==> src/rtl/wb_pkg.sv <==
// -----------------------------------------------------------------------------
// wb_pkg
// Shared types and constants for the writeback stage.
//   XLEN      : datapath width (32 only)
//   wb_sel_t  : writeback value select (encoding 3 behaves as WB_ALU)
//   F3_*      : load funct3 encodings
//   stage_t   : contents of the writeback stage register
// -----------------------------------------------------------------------------
package wb_pkg;

    localparam int XLEN = 32;

    typedef enum logic [1:0] {
        WB_ALU  = 2'd0,
        WB_LOAD = 2'd1,
        WB_PC4  = 2'd2
    } wb_sel_t;

    localparam logic [2:0] F3_LB  = 3'b000;
    localparam logic [2:0] F3_LH  = 3'b001;
    localparam logic [2:0] F3_LW  = 3'b010;
    localparam logic [2:0] F3_LBU = 3'b100;
    localparam logic [2:0] F3_LHU = 3'b101;

    typedef struct packed {
        logic            valid;
        logic            we;
        logic [4:0]      rd;
        logic [XLEN-1:0] data;
    } stage_t;

endpackage

==> src/rtl/wb_stage_load_align.sv <==
// -----------------------------------------------------------------------------
// load_align
// Combinational load data alignment and extension.
//   word       in  raw aligned memory word
//   offset     in  byte offset within the word (load address [1:0])
//   funct3     in  load type; undefined encodings behave as LW
//   data       out shifted and sign/zero-extended load value
//   misaligned out access is not naturally aligned for its size
// -----------------------------------------------------------------------------
module load_align
    import wb_pkg::*;
(
    input  logic [XLEN-1:0] word,
    input  logic [1:0]      offset,
    input  logic [2:0]      funct3,
    output logic [XLEN-1:0] data,
    output logic            misaligned
);

    logic [XLEN-1:0] shifted;

    assign shifted = word >> {offset, 3'b000};

    always_comb begin
        // NOTE: every output gets a default first so no path can infer a latch.
        data       = word;
        misaligned = 1'b0;
        case (funct3)
            F3_LB:  data = {{24{shifted[7]}}, shifted[7:0]};
            F3_LBU: data = {24'd0, shifted[7:0]};
            F3_LH: begin
                data       = {{16{shifted[15]}}, shifted[15:0]};
                misaligned = offset[0];
            end
            F3_LHU: begin
                data       = {16'd0, shifted[15:0]};
                misaligned = offset[0];
            end
            default: begin
                // LW and every undefined encoding: whole word, must be aligned.
                data       = word;
                misaligned = (offset != 2'd0);
            end
        endcase
    end

endmodule

==> src/rtl/wb_stage.sv <==
// -----------------------------------------------------------------------------
// wb_stage
// Writeback stage: arbitrates between retiring MEM-stage entries and mul/div
// completions, aligns load data, and registers the register-file write triple
// (also used by decode as its forwarding source).
//
// Optional feature macro: WB_INSTRET_EN adds a 64-bit retired-instruction
// counter on port instret (pipeline grants only).
//
// Ports
//   clk, rst (async, active-high)
//   in_*          MEM-stage entry; in_ready is its combinational grant
//   md_*          mul/div completion; md_ready is its combinational grant
//   wb_we/wb_rd/wb_wdata  registered register-file write
//   misalign_err  one-cycle pulse when a misaligned load is dropped
//   instret       retired-instruction count (WB_INSTRET_EN only)
// -----------------------------------------------------------------------------
module wb_stage
    import wb_pkg::*;
(
    input  logic            clk,
    input  logic            rst,
    input  logic            in_valid,
    output logic            in_ready,
    input  logic            in_reg_write,
    input  logic [4:0]      in_rd,
    input  logic [1:0]      in_wb_sel,
    input  logic [XLEN-1:0] in_alu_result,
    input  logic [XLEN-1:0] in_pc,
    input  logic [XLEN-1:0] in_load_data,
    input  logic [2:0]      in_funct3,
    input  logic            md_valid,
    output logic            md_ready,
    input  logic [4:0]      md_rd,
    input  logic [XLEN-1:0] md_result,
    output logic            wb_we,
    output logic [4:0]      wb_rd,
    output logic [XLEN-1:0] wb_wdata,
    output logic            misalign_err
`ifdef WB_INSTRET_EN
    ,
    output logic [63:0]     instret
`endif
);

    stage_t          s;
    logic            md_last;
    logic            grant_md;
    logic            grant_in;
    logic [XLEN-1:0] ld_data;
    logic            ld_misaligned;
    logic            pipe_misaligned;
    logic [XLEN-1:0] pipe_data;

    load_align u_load_align (
        .word       (in_load_data),
        .offset     (in_alu_result[1:0]),
        .funct3     (in_funct3),
        .data       (ld_data),
        .misaligned (ld_misaligned)
    );

    // Mul/div yields only when it won last time and the pipeline is waiting,
    // so two continuously valid sources strictly alternate.
    assign grant_md = !rst && md_valid && !(md_last && in_valid);
    assign grant_in = !rst && in_valid && !grant_md;
    assign in_ready = grant_in;
    assign md_ready = grant_md;

    assign pipe_misaligned = (in_wb_sel == WB_LOAD) && ld_misaligned;

    always_comb begin
        pipe_data = in_alu_result;
        case (in_wb_sel)
            WB_LOAD: pipe_data = ld_data;
            WB_PC4:  pipe_data = in_pc + 32'd4;
            default: pipe_data = in_alu_result;
        endcase
    end

    // NOTE: sequential state uses non-blocking assignments only, so every
    // register samples pre-edge values regardless of statement order.
    always_ff @(posedge clk or posedge rst) begin
        if (rst) begin
            // NOTE: data/rd are reset too (not just valid) so wb_rd/wb_wdata
            // stay deterministic while wb_we is low.
            s            <= '0;
            md_last      <= 1'b0;
            misalign_err <= 1'b0;
        end else begin
            misalign_err <= grant_in && pipe_misaligned;
            if (grant_md) begin
                s.valid <= 1'b1;
                s.we    <= (md_rd != 5'd0);
                s.rd    <= md_rd;
                s.data  <= md_result;
                md_last <= 1'b1;
            end else if (grant_in) begin
                s.valid <= 1'b1;
                s.we    <= in_reg_write && (in_rd != 5'd0) && !pipe_misaligned;
                s.rd    <= in_rd;
                s.data  <= pipe_data;
                md_last <= 1'b0;
            end else begin
                s.valid <= 1'b0;
            end
        end
    end

    assign wb_we    = s.valid && s.we;
    assign wb_rd    = s.rd;
    assign wb_wdata = s.data;

`ifdef WB_INSTRET_EN
    // Counts every pipeline retirement, including non-writing and dropped ones.
    always_ff @(posedge clk or posedge rst) begin
        if (rst) begin
            instret <= 64'd0;
        end else if (grant_in) begin
            instret <= instret + 64'd1;
        end
    end
`endif

endmodule

==> config.mk <==
export PLATFORM = sky130hd
export DESIGN_NAME = wb_stage
export DESIGN_NICKNAME = d
export VERILOG_FILES = /design/src/rtl/wb_pkg.sv /design/src/rtl/wb_stage_load_align.sv /design/src/rtl/wb_stage.sv
export SDC_FILE = /design/constraint.sdc
export NUM_CORES = 1
export LEC_CHECK = 0
export ABC_AREA = 1
export CAP_MARGIN = 20
export CORE_MARGIN = 3
export CORE_UTILIZATION = 42
export CTS_CLUSTER_DIAMETER = 50
export DETAILED_ROUTE_END_ITERATION = 7
export PLACE_DENSITY = 0.77
export SYNTH_ARGS = -nofsm -noshare
export SYNTH_HDL_FRONTEND = slang
export SYNTH_HIERARCHICAL = 1
export SYNTH_SLANG_ARGS = --single-unit
==> constraint.sdc <==
create_clock -name clk -period 2.7 [get_ports clk]
set_input_delay 0.27 -clock clk [delete_from_list [all_inputs] [get_ports clk]]
set_output_delay 0.27 -clock clk [all_outputs]
set_load 0.005 [all_outputs]
### Yosys cells after proc, flatten, opt, wreduce, memory -nomap -nowiden

Index checks and enable logic that the tools add are counted.

| operators by class | value |
|---|---|
| add/sub/neg operators | 1 |
| muxes and demuxes | 8 |
| shift-type cells | 1 |
| eq/ne operators | 5 |
| reduce and logical (&&, ||, !) cells | 21 |

Operators with widths:

| cell | count |
|---|---|
| 32-bit one-hot mux with 4 select lines | 1 |
| 32-bit one-hot mux with 2 select lines | 1 |
| 39-bit two-way mux | 1 |
| 38-bit two-way mux | 1 |
| 32-bit by 3-bit adder with 32-bit output (second input constant) | 1 |
| 32-bit by 5-bit >> shifter with 16-bit output | 1 |
| 1-bit logical AND | 10 |
| 5-bit nonzero test | 2 |
| 3-bit == test (second input constant) | 2 |
| 1-bit zero test | 4 |
| 2-bit nonzero test | 2 |
| 2-bit OR reduction | 2 |
| 3-bit by 1-bit == test with 1-bit output (second input constant) | 1 |
| 3-bit zero test | 1 |
| 1-bit two-way mux | 3 |
| 2-bit by 1-bit == test with 1-bit output (second input constant) | 1 |
| 2-bit == test (second input constant) | 1 |
| 1-bit one-hot mux with 2 select lines | 1 |

| word-level totals | value |
|---|---|
| output and inout port bits | 41 |
| flip-flop bits (word level) | 41 |
| input port bits | 148 |
| logic and storage cells | 42 |

### Logic depth before layout (Yosys ltp)

| logic depth | value |
|---|---|
| depth after elaboration | 8 |
| mapped depth | 13 |
| gate-level depth less buffers | 13 |

### Hierarchy

Netlist, hierarchy kept.

By module, submodules not included:

| module | sequential area each (um2) | cells each | area each (um2) | times used |
|---|---|---|---|---|
| wb_stage | 1026.0 | 629 | 3870.0 | 1 |
| load_align | 0.0 | 198 | 980.9 | 1 |

### Worst setup path after synthesis

Ideal clock, no wire load.

| path | value |
|---|---|
| path type | input to register |
| start | input rst |
| end | register s, in the netlist wb_wdata[12] |
| data required time | 2.582 ns |
| slack | 0.463 ns |
| arrival time | 2.119 ns |
| path buffers | 1 |
| stages | 7 |
| setup time | 0.118 ns |
| cell sequence | inv_1 -> nand3_2 -> inv_2 -> buf_1 -> nor2_1 -> a21oi_1 -> nor2_1 |

| between the ends | value |
|---|---|
| cells in the longest elaborated chain, start to end | 6 |
| elaborated cells between the ends (all ways) | 8 |
| classes of those cells | mux (1); reduce/logical (7) |

RTL lines:

| element | RTL line | RTL |
|---|---|---|
| start, declared | wb_stage.sv:22 | `input logic rst,` |
| 1-bit zero test (no source line) (*) | - |  |
| 1-bit logical AND (2 in series) | wb_stage.sv:65 | `assign grant_md = !rst && md_valid && !(md_last && in_valid);` |
| 1-bit zero test | wb_stage.sv:66 | `assign grant_in = !rst && in_valid && !grant_md;` |
| 1-bit logical AND | wb_stage.sv:66 |  |
| 2-bit nonzero test (no source line) | - |  |
| end, declared | wb_stage.sv:46 | `stage_t s;` |

Every way passes the cells marked *; elsewhere a longest branch is shown, timed or not.
A chain may end at the register's enable or synchronous reset.

### Final worst setup path

| path | value |
|---|---|
| start | input in_funct3[1] |
| end | register s, in the netlist wb_wdata[16] |

| between the ends | value |
|---|---|
| cells in the longest elaborated chain, start to end | 5 |
| elaborated cells between the ends (all ways) | 8 |
| classes of those cells | eq/ne (3); mux (4); reduce/logical (1) |

RTL lines:

| element | RTL line | RTL |
|---|---|---|
| start, declared | wb_stage.sv:31 | `input logic [2:0] in_funct3,` |
| 3-bit == test, or another cell as far along | wb_stage_load_align.sv:28 | `case (funct3)` |
| 32-bit one-hot mux with 4 select lines (*) | wb_stage_load_align.sv:28 |  |
| net ld_data[16] | wb_stage.sv:50 | `logic [XLEN-1:0] ld_data;` |
| 32-bit one-hot mux with 2 select lines (*) | wb_stage.sv:74 | `case (in_wb_sel)` |
| 38-bit two-way mux (*) | wb_stage.sv:98 | `end else if (grant_in) begin` |
| 39-bit two-way mux (*) | wb_stage.sv:92 | `if (grant_md) begin` |

The timed path passes the listed nets; every way through them passes the cells marked *. The select of a mux whose other input is x is not followed.

==> run metrics <==
status complete, no violations; number of flops mapped to enable cells by yosys 0; Peak VDD IR between 0.0003 and 0.0004 V; Seq cells post-synth around 40; Total Routed Length 18320 um; XOR/XNOR Fraction of Synth Area 0; Pleak roughly 3.3 nW; row count 38; Finished Cell Area approximately 0.0067 mm2; DIE HEIGHT between 100 and 150 um; CP arrival between 2 and 2.5 ns; async set-reset flop share out of synthesis 1.000; RSZ-0062 raised after global routing no; die area 0.01288 mm2; synthesized-area fraction occupied by adder cells 0.007738; Max Cap Violations 0; CTS Hold Bufs 0; average cell area after synthesis a little under 6 um2; count leader, synth nand2_1; Num CTS Buffers 5; hold crit path type input port to async pin; remaining antenna violation count after routing 0; GP Congestion between 1 and 1.5; Tmin final approximately 2.2 ns; Starting DRT DRC Count approximately 600; Worst-path clk slew around 0.07 ns; area share of the largest cell type after synthesis 0.2437; total grt overflow 0; DP Wirelength roughly 15000 um; ys flop type dfrtp_1; syn_nets 978; # resized after CTS 0; fmax around 0.46 GHz; via count about 5700; delay-heaviest family, CP simple AND/OR/NAND/NOR gates; mapped cell area 0.004851 mm2; die width around 110 um; endpoints failing hold 0; Synth top cells by count nand2_1, inv_1, nor2_1; clk sinks 41; Ports about 190; core area 0.01108 mm2; vias in the first global route approximately 5500; CP Launch Type input port; worst-path fanout max 16; Pwr Total 0.002733 W; largest net degree at the start of global routing 48; Worst EP required between 2 and 3 ns; relative slew slack 0.6801; diode count 0; Worst Setup SP in_funct3[1]; largest family of logic cells by synthesized area simple AND/OR/NAND/NOR gates; fin. max-slew vios 0; CTS H-tree lvls 2; Simple-Gate Fraction of Synth Area 0.4586; Root Buffer Master clkbuf_16; Final Worst Setup Slack around 0.50 ns; wire length per cell roughly 17 um; Max clock buf depth 2; Worst path max stage delay between 0.5 and 0.6 ns; final net count 1115; pre-CTS setup slack ~0.27 ns; CTS tree built; Crit Path Class input port to flop; global-route wire length before repair about 29000 um; IO buf count about 190; Yosys top cell by area nand2_1; crit path buf inv count 2; final core utilization 0.6053; DR vias/cell approximately 5.1; number of synthesis warnings 6; area grow syn2layout 38.23%; Critical Path Sink Type flop; post-synthesis mux area share 0; cells after synthesis slightly above 800; cell repeated most along the worst path a21oi_1; Final TNS setup 0 ns; Synth Area in Compound Gates 0.1545; R2R Path Start md_last$_DFFE_PP0P_; sequential share of the synthesized area 0.2115; layout cell share with drive strength beyond 1 0.09223; slowest CP cell clkdlybuf4s50_1; worst-case clock skew 0.007357 ns; placed instance area between 0.006 and 0.007 mm2; Total GRT Usage 0.2810; Synth area leaders nand2_1, dfrtp_1, buf_4, o21ai_0, nand3_1; initial antenna violation count 0; Finish-stage setup viols 0; DRT Pass-1 Iters 5; Synth cell types 37; PwrDens 407.6 mW/mm2; final worst path period share 0.8135; # DRC 0; critical path, cell by cell clkdlybuf4s50_1, inv_1, nand2_1, nor2_4, nand2_2, nand3_2, a21oi_1, o21ai_0, a21oi_1, nor2_1; Slew @ Worst Pin ~0.48 ns; Starting Density 0.4379; Setup Fix Bufs, Post-CTS 0; Clk Latency, worst-skew pair 0.29 ns
==> power by group <==
part / switching, W / leakage, nW / internal (W)
Combinational: 0.000548 / 2.68 / 0.000594
Sequential: 0.0000683 / 0.498 / 0.000729
Clock: 0.000261 / 0.0944 / 0.000533
==> kinds of logic after synthesis <==
logic type,Yosys count
buffers and inverters,150
adder cells (fa/ha/maj),3
AND/OR/NAND/NOR,496
AO/OA/AOI/OAI,137
flip-flops,41
==> per-layer routing <==
metal | track usage | routed length, um
met1 | 0.3791 | 7788
met2 | 0.4523 | 8570
met3 | 0.05995 | 1445
met4 | 0.08413 | 518
met5 | 0 | 0
==> final timing paths <==
check                                            to  slack (ns)  cells past startpoint
max                        wb_wdata[16]$_DFFE_PP0P_        0.50                     10
min                         wb_wdata[2]$_DFFE_PP0P_        0.19                      2
max reg2reg                wb_wdata[14]$_DFFE_PP0P_        1.04                      8
min reg2reg                wb_wdata[24]$_DFFE_PP0P_        0.48                      2
max in group asynchronous  wb_wdata[31]$_DFFE_PP0P_        1.78                      3
min in group clk           wb_wdata[24]$_DFFE_PP0P_        0.48                      2
==> registers in the layout (all words and copies together) (netlist names) <==
| register | count |
|---|---|
| wb_rd | 5 |
| md_last | 1 |
| misalign_err | 1 |
| s | 2 |
| wb_wdata | 32 |
==> per-stage QoR <==
stage / hold WS (ns) / instances
6_report: 0.1945 / 1105
5_1_grt: 0.2013 / 1105
4_1_cts: 0.1983 / 1105
3_5_place_dp: 0.4689 / 1097
3_3_place_gp: 0.4618 / 1097
2_1_floorplan: 0.4029 / 827
==> cell type report <==
class	count	area (um2)
fill	1082	4373
multi-input combinational	636	3012
timing repair buffer	207	2024
sequential	41	1026
inverter	73	274.0
tap	140	175.2
clock buffer	5	125.1
clock inverter	3	68.82
==> cells in the final DEF, fill, tap and decap left out, types with 5 or more instances in the layout <==
cell type and instances:
nand2_1 315, clkdlybuf4s50_1 188, inv_1 70, nor2_1 61, o21ai_0 60, nand3_1 57, a21oi_1 43, dfrtp_1 41
buf_4 19, nand3_2 18, or2_2 18, o211ai_1 10, o21ai_1 8, nor2_4 7, o21bai_1 7, nor2_2 6
nand2_2 5, clkbuf_16 5
Note: power is estimated with default switching activity, not from simulation.
==> variant, RTL diff (same flow settings) <==
Register the output `misalign_err` once more; this adds one clock of latency there. The other outputs are not delayed to match. Comments in the files are not updated.
--- a/src/rtl/wb_stage.sv
+++ b/src/rtl/wb_stage.sv
@@ -43,6 +43,8 @@
 `endif
 );
 
+    logic misalign_err_s0;
+
     stage_t          s;
     logic            md_last;
     logic            grant_md;
@@ -86,9 +88,9 @@
             // stay deterministic while wb_we is low.
             s            <= '0;
             md_last      <= 1'b0;
-            misalign_err <= 1'b0;
+            misalign_err_s0 <= 1'b0;
         end else begin
-            misalign_err <= grant_in && pipe_misaligned;
+            misalign_err_s0 <= grant_in && pipe_misaligned;
             if (grant_md) begin
                 s.valid <= 1'b1;
                 s.we    <= (md_rd != 5'd0);
@@ -122,5 +124,9 @@
     end
 `endif
 
+    always_ff @(posedge clk) begin
+        misalign_err <= misalign_err_s0;
+    end
+
 endmodule
 
Function: changed (a bounded check fails within 4 cycles, from zero or initial values and one cycle with rst high).
==> variant against the unedited design <==
  * Critical path depth increased by 1
  * Design area increased by 0.56%
  * Non-clock buffer count increased by 4
  * Wire length decreased by 0.52%
  * Area after synthesis increased by 0.41%
  * Sequential cell count increased by 1
  * Count of clock-buffer cells in the layout unchanged
  * Total power decreased by 3.1%
  * Worst setup slack improved by 43 ps
  * Largest cell class unchanged
==> variant: results (changes against the unedited design) <==
* Post-synthesis compound-gate area fraction at 15.39% (was 15.45%)
* Sequential share of the synthesized area at 21.47% (was 21.15%)
* Worst-skew pair later-pin latency at 280 ps
* R2R Setup Slk at 980 ps (was 1040 ps)
* First-pass GRT wire length at 28330 um (was 28920 um)
* Critical path origin: in_funct3[1] (unchanged)
* FMAX at 464.4 MHz (was 455.3 MHz)
* Syn nets at 979 (was 978)
* Placed inst area at 0.006574 mm2 (was 0.006511 mm2)
* Routed len/inst at 16.42 um (was 16.58 um)
* Worst setup path end: wb_wdata[8] (was wb_wdata[16])
* Syn avg cell area at 5.883 um2 (was 5.866 um2)
* Leak at 3.289 nW (was 3.271 nW)
* Total track usage at 27.59% (was 28.10%)
* Max clock buf depth at 2 (unchanged)
* Post-Synth Adder-Cell Area at 0.7706% (was 0.7738%)
* Share of cells above drive strength 1 at 9.588% (was 9.223%)
* Clock Pin Slew Worst Setup and Hold Paths at 70 ps (about the same)
* Placed cells at 1102 (was 1097)
* Setup WS pre-CTS at 322.5 ps (was 271.4 ps)
* Vias in the first global route at 5490 (was 5513)
* Worst vdd ir at 306.2 uV (was 307.1 uV)
* Kind of critical path: in2reg (unchanged)
* Largest cells by area after synthesis: nand2_1 (24%), dfrtp_1 (21%), buf_4 (6.3%) (unchanged)
* FF+latch count, synth at 42 (was 41)
* Initial DRC Count at 534 (was 583)
* Vias per cell at 5.079 (was 5.142)
* Final clock skew at 4.569 ps (was 7.357 ps)
* Count of cell types in the netlist at 38 (was 37)
* Initial antenna violation count at 0 (unchanged)
* Reg2Reg Depth at 9 (was 8)
* FF-to-FF End: wb_wdata[11] (was wb_wdata[14])
* Met3 WL at 1495 um (was 1445 um)
* Post-CTS Resized at 0 (unchanged)
* Outcome: completed (unchanged)
* Worst Path Max Fanout at 8 (was 16)
* Post-Layout Cell Count at 1110 (was 1105)
* Routed wl met2 at 8562 um (was 8570 um)
* Fill count at 1088 (was 1082)
* Iteration count of the initial detailed-routing pass at 5 (unchanged)
* WP data arrival at 2380 ps
* Final GP Congestion at 0.9529 (was 1.018)
* Slew at the pin closest to its max-slew limit at 543.2 ps (was 479.8 ps)
* M1 WL at 7663 um (was 7788 um)
* Hpwl dp at 14640 um (was 14530 um)
* Ys async rst share at 97.62% (was 100.0%)
[variant: cell count changes after synthesis]
cell | before | now
dfxtp_1 | 0 | 1
[variant: where the power goes]
group          internal (mW)  switching, mW
clock network          0.438          0.256
logic                  0.598          0.545
registers              0.744         0.0659
[variant: per-layer routing]
| metal | vias to the layer above | track usage (%) |
|---|---|---|
| met2 | 243 | 47.19 |
| met4 | 0 | 8.093 |
| li1 | 2869 | - |
| met5 | - | 0 |
| met3 | 36 | 5.942 |
| met1 | 2490 | 34.90 |
[variant: logic make-up (layout without fill, tap and decap cells)]
| kind of cell | count (synthesis) | count (layout) |
|---|---|---|
| flip-flops | 42 | 42 |
| adder cells (fa/ha/maj) | 3 | 3 |
| AND/OR/NAND/NOR | 496 | 496 |
| AO/OA/AOI/OAI | 137 | 137 |
| buffers and inverters | 150 | 292 |
[variant: worst min-delay path by stage]
stage / endpoint / cells past startpoint / slack [ps] / start
2_1_floorplan: misalign_err / 0 / 320 / misalign_err_s0
3_3_place_gp: misalign_err / 0 / 320 / misalign_err_s0
3_5_place_dp: misalign_err / 0 / 340 / misalign_err_s0
4_1_cts: wb_wdata[2] / 2 / 180 / rst
5_1_grt: wb_wdata[2] / 2 / 190 / rst
6_report: wb_wdata[2] / 2 / 180 / rst
[variant: layout make-up]
type                    count  area, um2  share of cell area (%)
inverters                  73      274.0                   4.064
clock inverters             3      43.79                  0.6495
flip-flops and latches     42       1046                   15.51
well taps                 140      175.2                   2.598
clock buffers               5      125.1                   1.856
repair buffers            211       2067                   30.65
multi-input cells         636       3012                   44.67
[variant: worst register-to-register path, delay by kind of cell, from the launching register on]
| kind | cells | cell delay, ps |
|---|---|---|
| AOI/OAI and AO/OA | 2 | 390 |
| buffers and inverters | 4 | 670 |
| DFF | 1 | 370 |
| and+or+nand+nor | 3 | 200 |
